**config.mk**
```make
export PLATFORM = sky130hd
export DESIGN_NAME = limd_chan_sched
export DESIGN_NICKNAME = d
export VERILOG_FILES = /design/src/rtl/limd_pkg.sv /design/src/rtl/rr_arbiter.sv /design/src/rtl/limd_chan_sched.sv
export SDC_FILE = /design/constraint.sdc
export NUM_CORES = 1
export LEC_CHECK = 0
export BUFFER_PORTS_ARGS = -buffer_cell sky130_fd_sc_hd__buf_2
export CAP_MARGIN = 20
export CORE_MARGIN = 5
export CORE_UTILIZATION = 40
export DETAILED_ROUTE_END_ITERATION = 16
export GPL_ROUTABILITY_DRIVEN = 0
export PLACE_DENSITY = 0.77
export SETUP_SLACK_MARGIN = 0.4
export SKIP_LAST_GASP = 1
export SLEW_MARGIN = 10
export SYNTH_ARGS = -nofsm -noshare
export SYNTH_HDL_FRONTEND = slang
export SYNTH_SLANG_ARGS = --single-unit
```
**constraint.sdc**
```tcl
create_clock -name clk -period 2.7 [get_ports clk]
set_input_delay 0.27 -clock clk [delete_from_list [all_inputs] [get_ports clk]]
set_output_delay 0.27 -clock clk [all_outputs]
set_load 0.02 [all_outputs]
```
**src/rtl/limd_pkg.sv**
```systemverilog
// limd_pkg -- shared definitions for the LIMD channel scheduler.
//   state_t : scheduler FSM states
//   DW_DEF  : default operand/result width
//   A1_LIM  : magnitude bound applied to A1 when a result has to be synthesised
package limd_pkg;

    localparam int DW_DEF = 16;
    localparam int A1_LIM = 15360;

    typedef enum logic [1:0] {
        IDLE  = 2'd0,
        ISSUE = 2'd1,
        WAIT  = 2'd2,
        RESP  = 2'd3
    } state_t;

endpackage

```
**src/rtl/rr_arbiter.sv**
```systemverilog
// rr_arbiter -- combinational round-robin find-first.
// Searches req starting at last+1 and wrapping modulo NCH, so the channel
// served most recently has the lowest priority.
// Ports:
//   req    in  NCH  request levels
//   last   in  CHW  most recently granted channel
//   enable in  1    arbitration allowed this cycle
//   grant  out NCH  one-hot winner (all zero if none or disabled)
//   index  out CHW  winner index
//   valid  out 1    a winner exists
module rr_arbiter
    import limd_pkg::*;
#(
    parameter int NCH = 4,
    parameter int CHW = $clog2(NCH)
) (
    input  logic [NCH-1:0] req,
    input  logic [CHW-1:0] last,
    input  logic           enable,
    output logic [NCH-1:0] grant,
    output logic [CHW-1:0] index,
    output logic           valid
);

    logic [CHW-1:0] cand;

    always_comb begin
        grant = '0;
        index = '0;
        valid = 1'b0;
        cand  = '0;
        for (int i = 1; i <= NCH; i++) begin
            cand = CHW'((int'(last) + i) % NCH);
            if (enable && !valid && req[cand]) begin
                valid       = 1'b1;
                grant[cand] = 1'b1;
                index       = cand;
            end
        end
    end

endmodule

```
**src/rtl/limd_chan_sched.sv**
```systemverilog
// limd_chan_sched -- round-robin scheduler sharing one LIMD coefficient
// limiter among NCH ADPCM channel engines.
// Optional build macro: LIMD_SCHED_TIMEOUT_EN bounds the WAIT state to TMO
// cycles and substitutes a clamped A1 (err=1) when the limiter never answers.
// Ports:
//   clk, reset            rising-edge clock, synchronous active-high reset
//   req, a1t, a2p         per-channel request level and packed operands
//   ack, a1p, err         one-hot completion pulse, result, timeout flag
//   busy, grant_id        not-idle indication, current/last granted channel
//   lim_start, lim_a1t,
//   lim_a2p               start pulse and latched operands to the LIMD unit
//   lim_done, lim_a1p     LIMD result-valid pulse and result
//
// state | meaning
// IDLE  | waiting for any req; arbitrates and latches operands on a hit
// ISSUE | lim_start pulse to the LIMD unit
// WAIT  | waiting for lim_done (or timeout when enabled)
// RESP  | ack of the granted channel with a1p for one cycle
module limd_chan_sched
    import limd_pkg::*;
#(
    parameter int NCH = 4,
    parameter int DW  = DW_DEF,
    parameter int CHW = $clog2(NCH),
    parameter int TMO = 64
) (
    input  logic              clk,
    input  logic              reset,
    input  logic [NCH-1:0]    req,
    input  logic [NCH*DW-1:0] a1t,
    input  logic [NCH*DW-1:0] a2p,
    output logic [NCH-1:0]    ack,
    output logic [DW-1:0]     a1p,
    output logic              err,
    output logic              busy,
    output logic [CHW-1:0]    grant_id,
    output logic              lim_start,
    output logic [DW-1:0]     lim_a1t,
    output logic [DW-1:0]     lim_a2p,
    input  logic              lim_done,
    input  logic [DW-1:0]     lim_a1p
);

    if (NCH < 2 || NCH > 32 || TMO < 2) begin : g_bad_param
        $error("limd_chan_sched: NCH must be 2..32 and TMO at least 2");
    end

    state_t         state, state_nxt;
    logic [CHW-1:0] last;
    logic [NCH-1:0] ack_sel;
    logic [DW-1:0]  result;
    logic [NCH-1:0] arb_grant;
    logic [CHW-1:0] arb_index;
    logic           arb_valid;
    logic           tmo_hit;

    rr_arbiter #(.NCH(NCH), .CHW(CHW)) u_arb (
        .req    (req),
        .last   (last),
        .enable (state == IDLE),
        .grant  (arb_grant),
        .index  (arb_index),
        .valid  (arb_valid)
    );

`ifdef LIMD_SCHED_TIMEOUT_EN
    localparam int TMR_W = $clog2(TMO);
    localparam logic signed [DW-1:0] A1_POS = DW'(A1_LIM);
    localparam logic signed [DW-1:0] A1_NEG = -A1_POS;

    logic [TMR_W-1:0]      tmr;
    logic                  err_q;
    logic signed [DW-1:0]  a1t_s;
    logic [DW-1:0]         a1t_clamped;

    assign tmo_hit = (tmr == '0);
    assign a1t_s   = signed'(lim_a1t);

    always_comb begin
        a1t_clamped = lim_a1t;
        if (a1t_s > A1_POS) begin
            a1t_clamped = A1_POS;
        end else if (a1t_s < A1_NEG) begin
            a1t_clamped = A1_NEG;
        end
    end

    // Down-counter loaded during ISSUE so WAIT sees exactly TMO cycles.
    always_ff @(posedge clk) begin
        if (reset) begin
            tmr   <= '0;
            err_q <= 1'b0;
        end else begin
            if (state == ISSUE) begin
                tmr <= TMR_W'(TMO - 1);
            end else if (state == WAIT && !lim_done && !tmo_hit) begin
                tmr <= tmr - 1'b1;
            end
            if (state == WAIT) begin
                if (lim_done) begin
                    err_q <= 1'b0;
                end else if (tmo_hit) begin
                    err_q <= 1'b1;
                end
            end
        end
    end
`else
    assign tmo_hit = 1'b0;
`endif

    always_ff @(posedge clk) begin
        if (reset) begin
            state <= IDLE;
        end else begin
            state <= state_nxt;
        end
    end

    always_comb begin
        state_nxt = state;
        ack       = '0;
        a1p       = '0;
        err       = 1'b0;
        busy      = (state != IDLE);
        lim_start = 1'b0;
        case (state)
            IDLE:  if (arb_valid) state_nxt = ISSUE;
            ISSUE: begin
                lim_start = 1'b1;
                state_nxt = WAIT;
            end
            WAIT:  if (lim_done || tmo_hit) state_nxt = RESP;
            RESP:  begin
                ack       = ack_sel;
                a1p       = result;
`ifdef LIMD_SCHED_TIMEOUT_EN
                err       = err_q;
`endif
                state_nxt = IDLE;
            end
            default: state_nxt = IDLE;
        endcase
    end

    always_ff @(posedge clk) begin
        if (reset) begin
            last     <= CHW'(NCH - 1);
            grant_id <= '0;
            ack_sel  <= '0;
            lim_a1t  <= '0;
            lim_a2p  <= '0;
            result   <= '0;
        end else begin
            if (state == IDLE && arb_valid) begin
                grant_id <= arb_index;
                last     <= arb_index;
                ack_sel  <= arb_grant;
                lim_a1t  <= a1t[arb_index*DW +: DW];
                lim_a2p  <= a2p[arb_index*DW +: DW];
            end
            if (state == WAIT) begin
                if (lim_done) begin
                    result <= lim_a1p;
                end
`ifdef LIMD_SCHED_TIMEOUT_EN
                else if (tmo_hit) begin
                    result <= a1t_clamped;
                end
`endif
            end
        end
    end

endmodule
```
# Yosys cells after proc, flatten, opt, wreduce, memory -nomap -nowiden
# Cells that the tools add are included.
word_totals:
  ff_bits: 58
  in_bits: 151
  output_inout_bits: 57
  elab_cells: 82
classes:
  addsub: 4
  n_lt_le_gt_ge: 8
  eq_ne: 5
  n_shift: 2
  mux: 34
  bitwise_logic: 3
  n_reduce_logical: 19
op_table:
  columns: ["operator", "count"]
  rows:
  - ["64-bit by 7-bit indexed part select with 16-bit output", 2]
  - ["4-bit 2-to-1 mux", 5]
  - ["16-bit 2-to-1 mux", 1]
  - ["1-bit 2-to-1 mux", 13]
  - ["1-bit logical AND", 12]
  - ["2-bit by 3-bit less-than comparator with 1-bit output (second input constant)", 4]
  - ["2-bit 2-to-1 mux", 6]
  - ["4-bit bitwise OR", 3]
  - ["1-bit binary-select mux with 2-bit select", 4]
  - ["1-bit demux with 2-bit select", 4]
  - ["2-bit by 1-bit >= comparator with 1-bit output (second input constant)", 4]
  - ["2-bit one-hot mux with 4 select lines", 1]
  - ["2-bit by 1-bit adder with 2-bit output (second input constant)", 2]
  - ["2-bit adder (second input constant)", 2]
  - ["2-bit equality test (second input constant)", 2]
  - ["2-bit != test (second input constant)", 2]
  - ["2-bit AND reduction", 2]
  - ["1-bit zero test", 3]
  - ["2-bit by 1-bit equality test with 1-bit output (second input constant)", 1]
  - ["2-bit zero test", 1]
  - ["2-bit nonzero test", 1]

# Logic depth before layout (Yosys ltp)
depth:
  ltp_word: 19
  depth_mapped: 12
  mapped_depth_nobuf: 8

# Modules after synthesis
# From an unflattened synthesis, not the netlist that was laid out.
hier_totals:
  hier_cells: 389
  hier_area_um2: 3542.1
by_module_without_submodules:
  columns: ["module", "n_inst", "cells_per_inst", "area_per_inst_um2", "seq_area_each_um2"]
  rows:
  - ["limd_chan_sched", 1, 324, 3020.4, 1161.1]
  - ["rr_arbiter", 1, 65, 521.8, 0.0]

# Worst setup path after synthesis
# No wires, ideal clock.
synth_path:
  path_kind: "reg-to-reg"
  from: "reg last[0]"
  to: "reg lim_a1t[12]"
  setup_time_ns: 0.144
  arrival_time_ns: 2.660
  t_required_ns: 2.556
  slack_ns: -0.104
  stages_incl_launch_ff: 12
  n_path_buf: 3
  synth_period_minus_slack_ns: 2.804
  cell_sequence: "dfxtp_1 > buf_6 > inv_1 > ha_1 > mux4_2 > or3_4 > nor2_4 > a221oi_2 > buf_2 > clkbuf_1 > a211oi_1 > a2111oi_2"
synth_via:
  elab_chain_cells: 18
  elab_cells_between_ends: 32
  cone_classes: "add/sub: 4; shift: 1; mux: 16; reduce/logical: 11"
synth_lines:
  columns: ["element", "line_no", "source"]
  rows:
  - ["start, declared", "limd_chan_sched.sv:49", "logic [CHW-1:0] last;"]
  - ["start signal, assigned", "limd_chan_sched.sv:148", "last <= CHW'(NCH - 1);"]
  - ["start signal, assigned", "limd_chan_sched.sv:157", "last <= arb_index;"]
  - ["2-bit by 1-bit adder with 2-bit output", "rr_arbiter.sv:33", "cand = CHW'((int'(last) + i) % NCH);"]
  - ["1-bit binary-select mux with 2-bit select", "rr_arbiter.sv:34", "if (enable && !valid && req[cand]) begin"]
  - ["1-bit 2-to-1 mux (implied by the code)", "rr_arbiter.sv:34", null]
  - ["1-bit logical AND", "rr_arbiter.sv:34", null]
  - ["1-bit 2-to-1 mux", "rr_arbiter.sv:34", null]
  - ["1-bit zero test", "rr_arbiter.sv:34", null]
  - ["1-bit logical AND (2 in a row)", "rr_arbiter.sv:34", null]
  - ["1-bit 2-to-1 mux", "rr_arbiter.sv:34", null]
  - ["1-bit zero test", "rr_arbiter.sv:34", null]
  - ["1-bit logical AND (2 in a row)", "rr_arbiter.sv:34", null]
  - ["1-bit 2-to-1 mux", "rr_arbiter.sv:34", null]
  - ["1-bit zero test", "rr_arbiter.sv:34", null]
  - ["1-bit logical AND (2 in a row)", "rr_arbiter.sv:34", null]
  - ["2-bit 2-to-1 mux or 1-bit 2-to-1 mux (tied branches)", "rr_arbiter.sv:34", null]
  - ["64-bit by 7-bit indexed part select with 16-bit output or 1-bit logical AND (tied branches)", "limd_chan_sched.sv:159, limd_chan_sched.sv:155", null]
  - ["end signal, assigned", "limd_chan_sched.sv:159", "lim_a1t <= a1t[arb_index*DW +: DW];"]
  - ["end, declared", "limd_chan_sched.sv:38", "output logic [DW-1:0] lim_a1t,"]
# Parallel ways exist; a longest one is shown, timed or not. The select of a mux whose other input is x is not followed.
# A chain may end at the register's enable or synchronous reset.

# Worst setup path after layout
layout_path:
  from: "reg last[1]"
  to: "reg lim_a1t[2]"
# Same word-level chain as after synthesis.

==> out/qor.txt <==
POWER
-------------------------------------------------------------------------------------------------
Logic pwr share                                                                             73.3%
Reg power frac                                                                              17.2%
Power after layout                                                                        7.35 mW
Clock share of power                                                                         9.4%
Leakage power of the design                                                               2.73 nW
Power per cell area                                                                  1280 mW/mm^2
Net switching component of the power                                                      3.28 mW
Worst IR drop on VDD                                                                     0.612 mV
Fraction of power spent switching nets                                                      44.6%
Total internal power                                                                      4.07 mW

GLOBAL ROUTE
-------------------------------------------------------------------------------------------------
Leftover overflow at the end of global routing                                                  0
Global-route wire length before repair                                                  20,400 um
Global-route met3 utilization                                                               4.53%
Via count of the first global-routing pass                                                  4,171
Pin count of the biggest net entering global routing                                           23
Met2 GRT Util                                                                               40.9%
Met1 Use GR                                                                                 25.5%
Most utilized layer in the global route result                                               met2
Number of antenna violations at the first check in global routing                               0
All-layer global routing usage                                                              22.7%

SYNTHESIS
-------------------------------------------------------------------------------------------------
Main synth FF type                                                                   sky130_fd_sc_hd__dfxtp_1
Most area-hungry cell type in the Yosys netlist                                      sky130_fd_sc_hd__dfxtp_1
Gate count after technology mapping                                                           387
Register bit total from synthesis                                                              58
Number of distinct library cell variants in the gate-level netlist after synthesis             36
Syn Std Cell Area                                                                    0.00354 mm^2
Async S/R FF share, synth                                                                      0%
Post-Synthesis Net Count                                                                      547
Yosys top cell area share                                                                   32.8%
Warnings from Yosys                                                                             0
Post-synth EDFFs                                                                                0
Share of synthesized area occupied by flip-flops and latches                                32.8%
Syn Area/Cell                                                                           9.15 um^2
Cell types occupying the most area after synthesis                                   sky130_fd_sc_hd__dfxtp_1 33%, sky130_fd_sc_hd__mux2i_1 14%, sky130_fd_sc_hd__nand2_1 5.3%

DIE
-------------------------------------------------------------------------------------------------
Die Ht                                                                                     104 um
Boundary Pins                                                                                 208
Rows                                                                                           34
Initial cell density of the core                                                            40.8%
Die X-Extent                                                                               104 um
Die outline area                                                                      0.0108 mm^2
Core box area                                                                        0.00868 mm^2

STA
-------------------------------------------------------------------------------------------------
Unrepaired setup endpoints after global routing                                              true
Number of max-slew violations in the final report                                               0
Relative slew slack                                                                         61.0%
WHS                                                                                      0.181 ns
Slack of the critical path                                                               0.162 ns
Final period utilization                                                                    94.0%
Shortest clock period the worst path allows after layout                                  2.54 ns
Post-route setup TNS                                                                         0 ns
Final worst clock skew                                                                  0.0102 ns
Worst Tran Pin Value                                                                     0.585 ns
Final Hold Vio Count                                                                            0
Setup-violating endpoint count in the final report                                              0
Upper clock frequency limit                                                               394 MHz

CLOCKING
-------------------------------------------------------------------------------------------------
Clock Tree Root                                                                      sky130_fd_sc_hd__clkbuf_8
H-tree depth                                                                                    3
Clock tree from TritonCTS                                                                    done
Largest buffer count on any clock path                                                          2
Clk sink count                                                                                 58
Number of CTS-inserted buffers                                                                  9
Skew-Pair Late Insertion Delay                                                            0.33 ns
Clk slew on worst S/H paths                                                               0.07 ns

PLACE
-------------------------------------------------------------------------------------------------
Total placed cells including tap cells                                                        685
Place WS                                                                              -0.00632 ns
Area after DPL                                                                       0.00477 mm^2
Post-detailed-placement half-perimeter wirelength                                         9030 um
Number of port buffers                                                                        206

LAYOUT
-------------------------------------------------------------------------------------------------
Highest-count cells in the layout ignoring fill and taps                             206 x sky130_fd_sc_hd__buf_2, 56 x sky130_fd_sc_hd__dfxtp_1, 49 x sky130_fd_sc_hd__nand2_1
Most common cell after layout, fill and taps aside                                   sky130_fd_sc_hd__buf_2
Fraction of layout instances using a drive strength above 1                                 54.3%
N_diodes                                                                                        0
Number of filler instances in the final layout                                                743
Post-synthesis to final-layout area growth                                                  61.8%
Final non-filler cell total                                                                   738
Final cell area excluding filler cells                                               0.00573 mm^2
Total number of nets in the final design                                                      785
Post-route core utilization                                                                 66.0%

CRITICAL PATH
-------------------------------------------------------------------------------------------------
Crit end category                                                                            flop
Critical path's top delay family                                                     compound AO/OA/AOI/OAI gates
Required time reported for the critical path endpoint                                     2.92 ns
Crit Path Category                                                                        reg2reg
CP arrival                                                                                2.76 ns
Critical-path cell list                                                              inv_4 -> ha_4 -> mux4_2 -> nor2b_4 -> o211ai_2 -> and2_4 -> buf_12 -> mux2i_1 -> a2111oi_2
Worst path buffer plus inverter count                                                           2
Largest fanout on the critical path                                                            14
Standard cell with the maximum stage delay on the critical path                      sky130_fd_sc_hd__a2111oi_2
Slowest Stage Delay on Critical Path                                                      0.39 ns
Kind of start point of the critical path                                                     flop

DRT
-------------------------------------------------------------------------------------------------
Via count normalized by instance count                                                       5.52
DRC                                                                                             0
Detailed-router iteration count before antenna repair                                           5
Detailed-route wire length                                                              13,600 um
1st-iter DRT viols                                                                            145
Vias post-DR                                                                                4,074
Detail Route Antenna Nets                                                                       0
Per-cell routed wire length                                                               18.4 um

STATUS
-------------------------------------------------------------------------------------------------
Outcome                                                                              finished, final reports clean

HOLD PATH
-------------------------------------------------------------------------------------------------
Hold/Removal Path Class                                                                    in2reg

FLOW RUN
-------------------------------------------------------------------------------------------------
Max capacitance violation total                                                                 0

## registers in the layout (all words and copies together) (netlist names)
signal,cells
ack_sel,4
lim_a1t,16
last,2
lim_a2p,16
grant_id,2
state,2
result,16
## timing repair
item | 4_1_cts | 5_1_grt
gates cloned | 3 | 4
endpoints found under the setup margin | 42 | 41
gates resized for setup | 35 | 45
setup buffers | 13 | 17
hold buffers | 0 | 0
pin swaps | 7 | 22
## power by group through the flow
stage	clock network, mW	registers (mW)	logic (mW)
finish	0.693	1.27	5.39
global route	0.754	1.30	5.69
CTS	0.709	1.26	4.32
detailed placement	0	1.28	3.53
global placement	0	1.27	3.40
floorplan	0	1.47	2.49
## cell families after synthesis
family          synth area share (%)
fa+ha+maj                       3.18
simple gates                    17.0
buf+inv                         5.76
other cells                    0.106
flops                           32.8
mux                             16.7
compound gates                  24.5
## layout make-up
class | instances | area [um^2] | area share [%]
flip-flops and latches | 58 | 1170 | 20.4
clock inverters | 3 | 15.0 | 0.262
well taps | 108 | 135 | 2.36
clock buffers | 13 | 149 | 2.60
repair buffers | 261 | 1660 | 28.9
multi-input cells | 289 | 2580 | 45.1
inverters | 6 | 27.5 | 0.480
## final timing paths
check	startpoint	endpoint	slack, ns	cells past startpoint
max	last[1]$_SDFFE_PP1P_	lim_a1t[2]$_SDFFE_PP0P_	0.16	9
min	lim_a1p[6]	result[6]$_SDFFE_PP0P_	0.18	3
min reg2reg	result[13]$_SDFFE_PP0P_	result[13]$_SDFFE_PP0P_	0.45	2
max reg2reg	last[1]$_SDFFE_PP1P_	lim_a1t[2]$_SDFFE_PP0P_	0.16	9
## routing by layer
metal	wire length [um]	part of all wire (%)	vias up
met4	466	3.4	0
li1	-	-	1903
met3	919	6.8	39
met1	5160	38	1925
met2	7030	52	207
met5	0	0	-
## worst register-to-register path, stage by stage (launching register included)
cell and delay, ns:
sky130_fd_sc_hd__dfxtp_2 0.37, sky130_fd_sc_hd__inv_4 0.06, sky130_fd_sc_hd__ha_4 0.28, sky130_fd_sc_hd__mux4_2 0.35, sky130_fd_sc_hd__nor2b_4 0.17, sky130_fd_sc_hd__o211ai_2 0.21, sky130_fd_sc_hd__and2_4 0.29, sky130_fd_sc_hd__buf_12 0.20
sky130_fd_sc_hd__mux2i_1 0.13, sky130_fd_sc_hd__a2111oi_2 0.39
## synthesized netlist by cell type, drive strengths merged, types with 6 or more instances
cell type  count
ha             9
a2111oi       16
nand3b        17
and2          23
dfxtp         58
clkbuf        16
buf           18
a211oi        18
inv            6
o221ai        16
nor2          22
nand2         50
a21oi         20
mux2i         50
a21boi        16
(Power assumes the default switching activity.)
